[config.mk]
export PLATFORM = sky130hd
export DESIGN_NAME = lu_pipe
export DESIGN_NICKNAME = d
export VERILOG_FILES = /design/src/rtl/lu_pipe.sv
export SDC_FILE = /design/constraint.sdc
export NUM_CORES = 1
export LEC_CHECK = 0
export ABC_CLOCK_PERIOD_IN_PS = 2800
export CORE_ASPECT_RATIO = 0.7
export CORE_MARGIN = 2
export CORE_UTILIZATION = 45
export CTS_BUF_LIST = sky130_fd_sc_hd__clkbuf_8
export DETAILED_ROUTE_END_ITERATION = 8
export HOLD_SLACK_MARGIN = 0.15
export PLACE_DENSITY = 0.78
export SETUP_SLACK_MARGIN = 0.5
export SLEW_MARGIN = 20
export SYNTH_ARGS = -nofsm -noshare
export SYNTH_HDL_FRONTEND = slang
export SYNTH_SLANG_ARGS = --single-unit
[constraint.sdc]
create_clock -name clk -period 2.8 [get_ports clk]
set_input_delay 0.84 -clock clk [delete_from_list [all_inputs] [get_ports clk]]
set_output_delay 0.84 -clock clk [all_outputs]
set_load 0.02 [all_outputs]
[src/rtl/lu_pipe.sv]
// Registered WIDTH-bit logic unit: one of eight bitwise functions per transaction,
// optional accumulator operand, valid/ready on both sides, saturating delivery count.
module lu_pipe #(
  parameter int WIDTH = 4,
  parameter int CNT_W = 8
) (
  input  logic             clk,
  input  logic             reset,
  input  logic             in_valid,
  output logic             in_ready,
  input  logic [WIDTH-1:0] a,
  input  logic [WIDTH-1:0] b,
  input  logic [2:0]       op,
  input  logic             acc,
  input  logic             acc_clr,
  output logic             out_valid,
  input  logic             out_ready,
  output logic [WIDTH-1:0] s,
  output logic             zero,
  output logic [CNT_W-1:0] count
);

  logic [WIDTH-1:0] acc_q;
  logic [WIDTH-1:0] opa;
  logic [WIDTH-1:0] res;
  logic             accept;
  logic             deliver;

  assign in_ready = !out_valid || out_ready;
  assign accept   = in_valid && in_ready;
  assign deliver  = out_valid && out_ready;

  // acc_clr only matters when the accumulator is the selected operand
  always_comb begin
    opa = a;
    if (acc) opa = acc_clr ? '0 : acc_q;
  end

  always_comb begin
    res = '0;
    case (op)
      3'd0: res = ~(opa ^ b);
      3'd1: res = opa | b;
      3'd2: res = opa ^ b;
      3'd3: res = ~(opa | b);
      3'd4: res = opa & b;
      3'd5: res = ~(opa & b);
      3'd6: res = ~opa;
      3'd7: res = ~b;
      default: res = '0;
    endcase
  end

  always_ff @(posedge clk) begin
    if (reset) begin
      s         <= '0;
      zero      <= 1'b1;
      out_valid <= 1'b0;
      acc_q     <= '0;
    end else if (accept) begin
      s         <= res;
      zero      <= (res == '0);
      out_valid <= 1'b1;
      acc_q     <= res;
    end else if (deliver) begin
      out_valid <= 1'b0;
    end
  end

  always_ff @(posedge clk) begin
    if (reset) begin
      count <= '0;
    end else if (deliver && (count != {CNT_W{1'b1}})) begin
      count <= count + 1'b1;
    end
  end

endmodule
==> run_summary.xml, run 1 <==
<?xml version="1.0" encoding="UTF-8"?>
<metrics>
  <group name="yosys">
    <metric name="mappedNetlistNets" unit="">145</metric>
    <metric name="syn-cell-area" unit="um^2">1020</metric>
    <metric name="synth.distinct_cells" unit="">38</metric>
    <metric name="synth_top_family_by_area" unit="">simple AND/OR/NAND/NOR gates</metric>
    <metric name="synth_simple_gate_area_share" unit="%">28.9</metric>
    <metric name="synth.cells.most_frequent" unit="">14 x sky130_fd_sc_hd__dfxtp_1, 13 x sky130_fd_sc_hd__nor2_1, 12 x sky130_fd_sc_hd__nand2_1</metric>
    <metric name="synth_async_sr_flop_share" unit="%">0</metric>
    <metric name="ys_seq_area_share" unit="%">27.4</metric>
    <metric name="synth_edf_count" unit="">0</metric>
    <metric name="post-synth-top-area-cell" unit="">sky130_fd_sc_hd__dfxtp_1</metric>
    <metric name="post_synth_fa_ha_maj_area_fraction" unit="%">6.11</metric>
    <metric name="most_frequently_used_cell_type_in_the_post_synthesis_netlist" unit="">sky130_fd_sc_hd__dfxtp_1</metric>
    <metric name="synth-compound-area-share" unit="%">20.8</metric>
    <metric name="syn-mean-instance-area" unit="um^2">8.33</metric>
    <metric name="netlist_top_cells_area" unit="">sky130_fd_sc_hd__dfxtp_1 27%, sky130_fd_sc_hd__ha_1 6.1%, sky130_fd_sc_hd__xor2_1 6.0%</metric>
    <metric name="synthesis.instances" unit="">123</metric>
    <metric name="synth_top_area_share" unit="%">27.4</metric>
    <metric name="synth_xor_xnor_area_share" unit="%">9.40</metric>
    <metric name="postSynthRegisterBits" unit="">14</metric>
    <metric name="synthesis.yosys.warnings" unit="">0</metric>
    <metric name="synth-main-ff-cell" unit="">sky130_fd_sc_hd__dfxtp_1</metric>
    <metric name="synth.area.mux_share" unit="%">0.977</metric>
  </group>
  <group name="grt">
    <metric name="grt.met1_usage" unit="%">33.5</metric>
    <metric name="grt_first_pass_wirelength" unit="mm">5.25</metric>
    <metric name="grt_usage" unit="%">27.1</metric>
    <metric name="number_of_global_route_vias_before_repair" unit="">1162</metric>
    <metric name="global_route.overflow_total" unit="">0</metric>
    <metric name="grtUsageMet3" unit="%">7.76</metric>
    <metric name="grt_most_used_layer" unit="">met2</metric>
    <metric name="antenna_violations_before_repair" unit="">0</metric>
    <metric name="global_route.usage.met2" unit="%">45.7</metric>
    <metric name="maximum_number_of_pins_on_one_net_before_global_route_repair" unit="">15</metric>
  </group>
  <group name="run_status">
    <metric name="outcome" unit="">completed</metric>
  </group>
  <group name="setup_path">
    <metric name="setup.worst_path.end_class" unit="">register</metric>
    <metric name="worst_ep_arrival_time" unit="ns">2.47</metric>
    <metric name="crit_path_max_fanout" unit="">3</metric>
    <metric name="timing.critical_path.from_type" unit="">input pin</metric>
    <metric name="setup.worst_path.class" unit="">input pin to register</metric>
    <metric name="critPathRequiredTime" unit="ns">2.93</metric>
    <metric name="cell_with_the_largest_stage_delay_on_the_worst_path" unit="">sky130_fd_sc_hd__a221o_1</metric>
    <metric name="critPathMaxStageDelay" unit="ns">0.30</metric>
    <metric name="rr_worst_depth" unit="">8</metric>
    <metric name="critical_path.cell_chain" unit="">buf_2, nor2b_4, a22o_1, ha_4, xor2_1, nor2_1, a21oi_2, o2111ai_4, nor3_2, a221o_1</metric>
  </group>
  <group name="route">
    <metric name="avgRoutedWirePerCell" unit="um">17.4</metric>
    <metric name="num_vias" unit="">1165</metric>
    <metric name="detail_route.iter0.violations" unit="">55</metric>
    <metric name="post_drt_via_cell_ratio" unit="">5.66</metric>
    <metric name="postRouteAntennaNets" unit="">0</metric>
    <metric name="drt_pass1_iterations" unit="">4</metric>
    <metric name="post-route-drc-count" unit="">0</metric>
    <metric name="route.final.wire_length" unit="mm">3.58</metric>
  </group>
  <group name="final_layout">
    <metric name="diodes" unit="">0</metric>
    <metric name="drive_gt1_share" unit="%">31.0</metric>
    <metric name="nNetsFinal" unit="">197</metric>
    <metric name="finalInstanceArea" unit="um^2">1650</metric>
    <metric name="syn2layout_area_growth" unit="%">61.0</metric>
  </group>
  <group name="floorplanning">
    <metric name="core_area" unit="um^2">2150</metric>
    <metric name="core.rowCount" unit="">14</metric>
    <metric name="y_dimension_of_the_die" unit="um">43.9</metric>
    <metric name="start_util" unit="%">47.6</metric>
    <metric name="die_w" unit="um">61.0</metric>
    <metric name="boundaryPins" unit="">32</metric>
    <metric name="floorplan.die_area" unit="um^2">2680</metric>
  </group>
  <group name="timing">
    <metric name="slew-limit-headroom" unit="%">64.7</metric>
    <metric name="worst_slew_pin_tran" unit="ns">0.529</metric>
    <metric name="finalHoldViolCount" unit="">0</metric>
    <metric name="grt_setup_unrepaired" unit="">true</metric>
    <metric name="fmax_achieved" unit="GHz">0.429</metric>
    <metric name="final.period_utilization" unit="%">83.3</metric>
    <metric name="clock-skew-final" unit="ns">0.00230</metric>
    <metric name="finalSetupViolCount" unit="">0</metric>
    <metric name="maxSlewViolCount" unit="">0</metric>
    <metric name="post-route-min-period" unit="ns">2.33</metric>
    <metric name="timing.hold.ws" unit="ns">0.483</metric>
  </group>
  <group name="min_path">
    <metric name="holdPathStages" unit="">2</metric>
    <metric name="min-delay-path-class" unit="">register to register</metric>
  </group>
  <group name="place">
    <metric name="routabilityCongestion" unit="">0.878</metric>
    <metric name="numPortBuffers" unit="">31</metric>
    <metric name="postPlaceCellArea" unit="um^2">1440</metric>
    <metric name="dpl.hpwl" unit="mm">2.29</metric>
  </group>
  <group name="clock_tree">
    <metric name="cts.hold.buffers_added" unit="">0</metric>
    <metric name="worst_skew_pair.late_latency" unit="ns">0.25</metric>
    <metric name="number_of_clock_sinks" unit="">14</metric>
    <metric name="clock_tree_from_tritoncts" unit="">yes</metric>
    <metric name="deepest_clock_path_buffer_count" unit="">2</metric>
    <metric name="cts.root.buffer_cell" unit="">sky130_fd_sc_hd__clkbuf_8</metric>
    <metric name="h-tree-depth" unit="">1</metric>
    <metric name="cts-buffers-inserted" unit="">3</metric>
    <metric name="cts.clk_slew.worst_paths" unit="ns">0.06</metric>
  </group>
  <group name="power">
    <metric name="vdd.ir_drop.worst" unit="uV">312</metric>
    <metric name="p_leak" unit="nW">0.680</metric>
    <metric name="report.power.total" unit="W">0.000624</metric>
    <metric name="cellPowerDensity" unit="nW/um^2">378</metric>
  </group>
  <group name="flow_run">
    <metric name="max_cap_viol_count" unit="">0</metric>
  </group>
</metrics>
## cell families (layout without fill, tap and decap cells)
family                     after synthesis  in the layout
buffers and inverters                    9             60
AOI/OAI and AO/OA                       28             28
adders and majority gates                5              5
muxes                                    1              1
DFF                                     14             14
and+or+nand+nor                         55             55
xor gates and xnor gates                11             11
## layer usage
layer / vias to the layer above / routed length [um]
li1: 543 / -
met1: 573 / 1460
met2: 43 / 1840
met3: 6 / 214
met4: 0 / 67
met5: - / 0
## final cells by class
cell class              count  area (um^2)
inverters                   4         15.0
repair buffers             52          458
well taps                  32         40.0
clock buffers               4         55.1
fillers                   155          504
flip-flops and latches     14          280
multi-input cells         100          802
## per-stage QoR
| stage | worst slack (ns) | TNS, ns | cells | utilization, % |
|---|---|---|---|---|
| 5_1_grt | 0.401 | 0 | 206 | 76.6 |
| 4_1_cts | 0.480 | 0 | 206 | 72.5 |
| 3_3_place_gp | -0.111 | -0.263 | 197 | 67.0 |
| 2_1_floorplan | 0.429 | 0 | 123 | - |
| 6_report | 0.468 | 0 | 206 | 76.6 |
| 3_5_place_dp | -0.212 | -0.495 | 197 | 67.0 |
## path summary, 6_finish.rpt
| check | start | end | slack, ns |
|---|---|---|---|
| max | acc_clr | zero$_SDFFE_PP1P_ | 0.47 |
| max reg2reg | acc_q[0]$_SDFFE_PP0P_ | zero$_SDFFE_PP1P_ | 0.95 |
| min | acc_q[3]$_SDFFE_PP0P_ | acc_q[3]$_SDFFE_PP0P_ | 0.48 |
| min reg2reg | acc_q[3]$_SDFFE_PP0P_ | acc_q[3]$_SDFFE_PP0P_ | 0.48 |
## power breakdown
| part | total (W) | internal [W] | switching, W |
|---|---|---|---|
| clock | 0.000200 | 0.000125 | 0.0000755 |
| sequential | 0.000217 | 0.000208 | 0.00000880 |
| combinational | 0.000207 | 0.000105 | 0.000102 |
## placed cells by master (no fill, tap or decap), types with 3 or more instances in the layout
cell type,count
sky130_fd_sc_hd__dlygate4sd2_1,8
sky130_fd_sc_hd__o21ai_1,3
sky130_fd_sc_hd__nor2_1,11
sky130_fd_sc_hd__buf_4,21
sky130_fd_sc_hd__nand2_2,3
sky130_fd_sc_hd__nor3_2,3
sky130_fd_sc_hd__clkdlybuf4s50_1,17
sky130_fd_sc_hd__xor2_1,7
sky130_fd_sc_hd__nand2_1,9
sky130_fd_sc_hd__nand2b_1,4
sky130_fd_sc_hd__xnor2_1,4
sky130_fd_sc_hd__clkbuf_8,4
sky130_fd_sc_hd__inv_1,3
sky130_fd_sc_hd__a21oi_1,8
sky130_fd_sc_hd__dfxtp_1,14
sky130_fd_sc_hd__ha_4,3
sky130_fd_sc_hd__nor2b_1,3
## what timing repair did
item | in CTS | in global routing
gates resized for setup | 36 | 16
pin swaps | 19 | 15
setup buffers | 5 | 0
cloned | 0 | 0
endpoints found under the setup margin | 6 | 5
## worst max-delay path, delay by kind of cell
family          cells  cell delay, ns
compound gates      4            0.80
xor+xnor            1            0.14
fa+ha+maj           1            0.22
buf+inv             1            0.12
simple gates        3            0.35
## sequential cells by signal, summed over array words and instances, names as in the netlist
signal and count:
acc_q 4, zero 1, count 8, out_valid 1
Note: power is estimated with default switching activity, not from simulation.
==> run 2, diff against run 1 <==
- ABC_CLOCK_PERIOD_IN_PS: 2800 -> 1900
- CORE_UTILIZATION: 45 -> 43
- clock period: 2.8 -> 1.9 ns (I/O delays scaled with it)
==> run 2 against run 1 <==
  * Critical endpoint unchanged
  * Critical path type unchanged
  * Largest cell class unchanged
  * Critical path depth shrank 1
  * Hold slack improved by 0.0072 ns
  * The run now ends with negative setup slack left
  * Register-to-register slack got worse by 1.0 ns
  * Via count increased by 10%
  * Combinational power increased by 68%
  * Total power rose by 56%
  * Clock skew increased by 0.0036 ns
  * Final cell count up 6.8%
==> run_summary.xml, run 2 (synthesized netlist as in run 1, its figures left out) <==
<?xml version="1.0" encoding="UTF-8"?>
<metrics>
  <group name="timing">
    <metric name="post-route-min-period" unit="ns">2.15</metric>
    <metric name="timing.hold.ws" unit="ns">0.490</metric>
    <metric name="worst_slack" unit="ns">-0.247</metric>
    <metric name="grt_setup_unrepaired" unit="">true</metric>
    <metric name="clock-skew-final" unit="ns">0.00590</metric>
    <metric name="worst_slew_pin_tran" unit="ns">0.372</metric>
    <metric name="fmax_achieved" unit="GHz">0.466</metric>
    <metric name="final.period_utilization" unit="%">113</metric>
    <metric name="slew-limit-headroom" unit="%">75.1</metric>
    <metric name="totalNegativeSetupSlack" unit="ns">-0.571</metric>
    <metric name="maxSlewViolCount" unit="">0</metric>
    <metric name="finalHoldViolCount" unit="">0</metric>
    <metric name="finalSetupViolCount" unit="">5</metric>
  </group>
  <group name="flow_run">
    <metric name="max_cap_viol_count" unit="">0</metric>
  </group>
  <group name="setup_path">
    <metric name="setup.worst_path.class" unit="">input pin to register</metric>
    <metric name="rrSetupSlack" unit="ns">-0.08</metric>
    <metric name="r2r_end" unit="">zero$_SDFFE_PP1P_</metric>
    <metric name="critPathRequiredTime" unit="ns">2.04</metric>
    <metric name="rr_worst_depth" unit="">8</metric>
    <metric name="timing.critical_path.from_type" unit="">input pin</metric>
    <metric name="setup.worst_path.end_class" unit="">register</metric>
    <metric name="worstReg2RegStart" unit="">acc_q[1]$_SDFFE_PP0P_</metric>
    <metric name="crit_path_max_fanout" unit="">2</metric>
    <metric name="worst_ep_arrival_time" unit="ns">2.29</metric>
  </group>
  <group name="route">
    <metric name="post_drt_via_cell_ratio" unit="">5.84</metric>
    <metric name="detail_route.iter0.violations" unit="">109</metric>
    <metric name="num_vias" unit="">1284</metric>
    <metric name="postRouteAntennaNets" unit="">0</metric>
    <metric name="post-route-drc-count" unit="">0</metric>
    <metric name="route.final.wire_length" unit="mm">4.00</metric>
    <metric name="drt_pass1_iterations" unit="">7</metric>
    <metric name="avgRoutedWirePerCell" unit="um">18.2</metric>
  </group>
  <group name="clock_tree">
    <metric name="h-tree-depth" unit="">1</metric>
    <metric name="cts.hold.buffers_added" unit="">0</metric>
    <metric name="deepest_clock_path_buffer_count" unit="">2</metric>
    <metric name="clock_tree_from_tritoncts" unit="">yes</metric>
    <metric name="cts.root.buffer_cell" unit="">sky130_fd_sc_hd__clkbuf_8</metric>
    <metric name="cts-buffers-inserted" unit="">3</metric>
    <metric name="worst_skew_pair.late_latency" unit="ns">0.26</metric>
    <metric name="cts.clk_slew.worst_paths" unit="ns">0.06</metric>
    <metric name="number_of_clock_sinks" unit="">14</metric>
  </group>
  <group name="grt">
    <metric name="antenna_violations_before_repair" unit="">0</metric>
    <metric name="grt_usage" unit="%">27.2</metric>
    <metric name="number_of_global_route_vias_before_repair" unit="">1220</metric>
    <metric name="grt_first_pass_wirelength" unit="mm">5.76</metric>
    <metric name="maximum_number_of_pins_on_one_net_before_global_route_repair" unit="">10</metric>
    <metric name="global_route.overflow_total" unit="">0</metric>
  </group>
  <group name="floorplanning">
    <metric name="core.rowCount" unit="">14</metric>
    <metric name="y_dimension_of_the_die" unit="um">44.8</metric>
    <metric name="core_area" unit="um^2">2210</metric>
    <metric name="die_w" unit="um">62.3</metric>
    <metric name="floorplan.die_area" unit="um^2">2800</metric>
    <metric name="start_util" unit="%">46.4</metric>
    <metric name="boundaryPins" unit="">32</metric>
  </group>
  <group name="final_layout">
    <metric name="largest_register" unit="">count</metric>
    <metric name="diodes" unit="">0</metric>
    <metric name="fin_util" unit="%">82.3</metric>
    <metric name="mostFrequentLayoutCell" unit="">sky130_fd_sc_hd__buf_4</metric>
    <metric name="nNetsFinal" unit="">211</metric>
    <metric name="largest_registers" unit="">count (8), acc_q (4)</metric>
    <metric name="drive_gt1_share" unit="%">55.3</metric>
    <metric name="fillCellCount" unit="">138</metric>
    <metric name="syn2layout_area_growth" unit="%">77.2</metric>
    <metric name="finish.cell_count_without_fillers" unit="">220</metric>
    <metric name="mostFrequentLayoutCells" unit="">40 x sky130_fd_sc_hd__buf_4, 11 x sky130_fd_sc_hd__nor2_1, 9 x sky130_fd_sc_hd__dfxtp_2</metric>
    <metric name="largest_register_ffs" unit="">8</metric>
  </group>
  <group name="power">
    <metric name="cellPowerDensity" unit="nW/um^2">537</metric>
    <metric name="report.power.total" unit="W">0.000974</metric>
    <metric name="vdd.ir_drop.worst" unit="uV">307</metric>
    <metric name="p_leak" unit="nW">0.810</metric>
  </group>
  <group name="place">
    <metric name="placedCellCount" unit="">211</metric>
    <metric name="routabilityCongestion" unit="">0.867</metric>
    <metric name="dpl.hpwl" unit="mm">2.53</metric>
    <metric name="numPortBuffers" unit="">31</metric>
  </group>
  <group name="min_path">
    <metric name="min-delay-path-class" unit="">register to register</metric>
    <metric name="min_to" unit="">acc_q[1]$_SDFFE_PP0P_</metric>
    <metric name="holdPathStages" unit="">2</metric>
    <metric name="hp_start" unit="">acc_q[1]$_SDFFE_PP0P_</metric>
  </group>
  <group name="run_status">
    <metric name="violations" unit="">negative setup slack</metric>
    <metric name="outcome" unit="">finished, violations left</metric>
  </group>
</metrics>
run 2: changes by cell type in the layout (fill, tap and decap cells not counted), sizes merged:
cell	before	now
clkdlybuf4s50	17	2
buf	24	53
dlygate4sd2	8	7
dlymetal6s2s	1	2
clkdlybuf4s15	2	1
clkbuf	4	5
run 2: area by class of cell:
| cell class | instances | area (um^2) | area share (%) |
|---|---|---|---|
| tap | 32 | 40.0 | 2.21 |
| sequential | 14 | 295 | 16.3 |
| multi-input combinational | 100 | 876 | 48.2 |
| clock buffer | 4 | 55.1 | 3.03 |
| inverter | 4 | 15.0 | 0.827 |
| timing repair buffer | 66 | 534 | 29.4 |
run 2: routing by layer:
| layer | global-route usage (%) | wire length [um] | part of all wire [%] | vias up |
|---|---|---|---|---|
| met2 | 48.0 | 1880 | 47 | 75 |
| li1 | - | - | - | 567 |
| met3 | 5.24 | 402 | 10 | 26 |
| met1 | 33.1 | 1560 | 39 | 616 |
| met5 | 0 | 0 | 0 | - |
| met4 | 13.8 | 162 | 4.1 | 0 |
run 2: stage by stage:
stage | cell area, um^2 | setup slack (ns)
2_1_floorplan | 1090 | -0.201
3_3_place_gp | 1620 | -0.783
4_1_cts | 1690 | -0.222
5_1_grt | 1820 | -0.283
3_5_place_dp | 1620 | -0.860
6_report | 1820 | -0.247
run 2: repair_timing:
item	in CTS	in global routing
setup endpoints to repair	28	19
gates resized for setup	105	30
pin swaps	22	16
setup buffers	3	2
run 2: report_power, final:
group / total [W] / internal [W] / switching, W
Combinational: 0.000347 / 0.000179 / 0.000168
Sequential: 0.000324 / 0.000307 / 0.0000166
Clock: 0.000304 / 0.000184 / 0.000120
run 2: how the worst max path moves through the flow:
| stage | cells after the start | slack, ns | end | from |
|---|---|---|---|---|
| floorplan | 9 | -0.20 | zero$_SDFFE_PP1P_ | acc |
| global placement | 10 | -0.78 | zero$_SDFFE_PP1P_ | acc |
| detailed placement | 10 | -0.86 | zero$_SDFFE_PP1P_ | acc |
| CTS | 10 | -0.22 | zero$_SDFFE_PP1P_ | acc |
| global route | 9 | -0.28 | zero$_SDFFE_PP1P_ | a[1] |
| finish | 9 | -0.25 | zero$_SDFFE_PP1P_ | a[1] |
run 2: worst max-delay path, stage by stage:
cell and delay [ns]:
sky130_fd_sc_hd__dlygate4sd2_1 0.24, sky130_fd_sc_hd__nand2b_2 0.08, sky130_fd_sc_hd__nand2_1 0.06, sky130_fd_sc_hd__ha_1 0.29
sky130_fd_sc_hd__a32oi_2 0.25, sky130_fd_sc_hd__xnor2_1 0.20, sky130_fd_sc_hd__o21a_1 0.21, sky130_fd_sc_hd__nor3_2 0.07
sky130_fd_sc_hd__a221o_1 0.31
==> run 3, diff against run 2 <==
- HOLD_SLACK_MARGIN: 0.15 -> 0.02
==> results of run 3 <==
Final layout, timing and power as in run 2 (identical DEF).
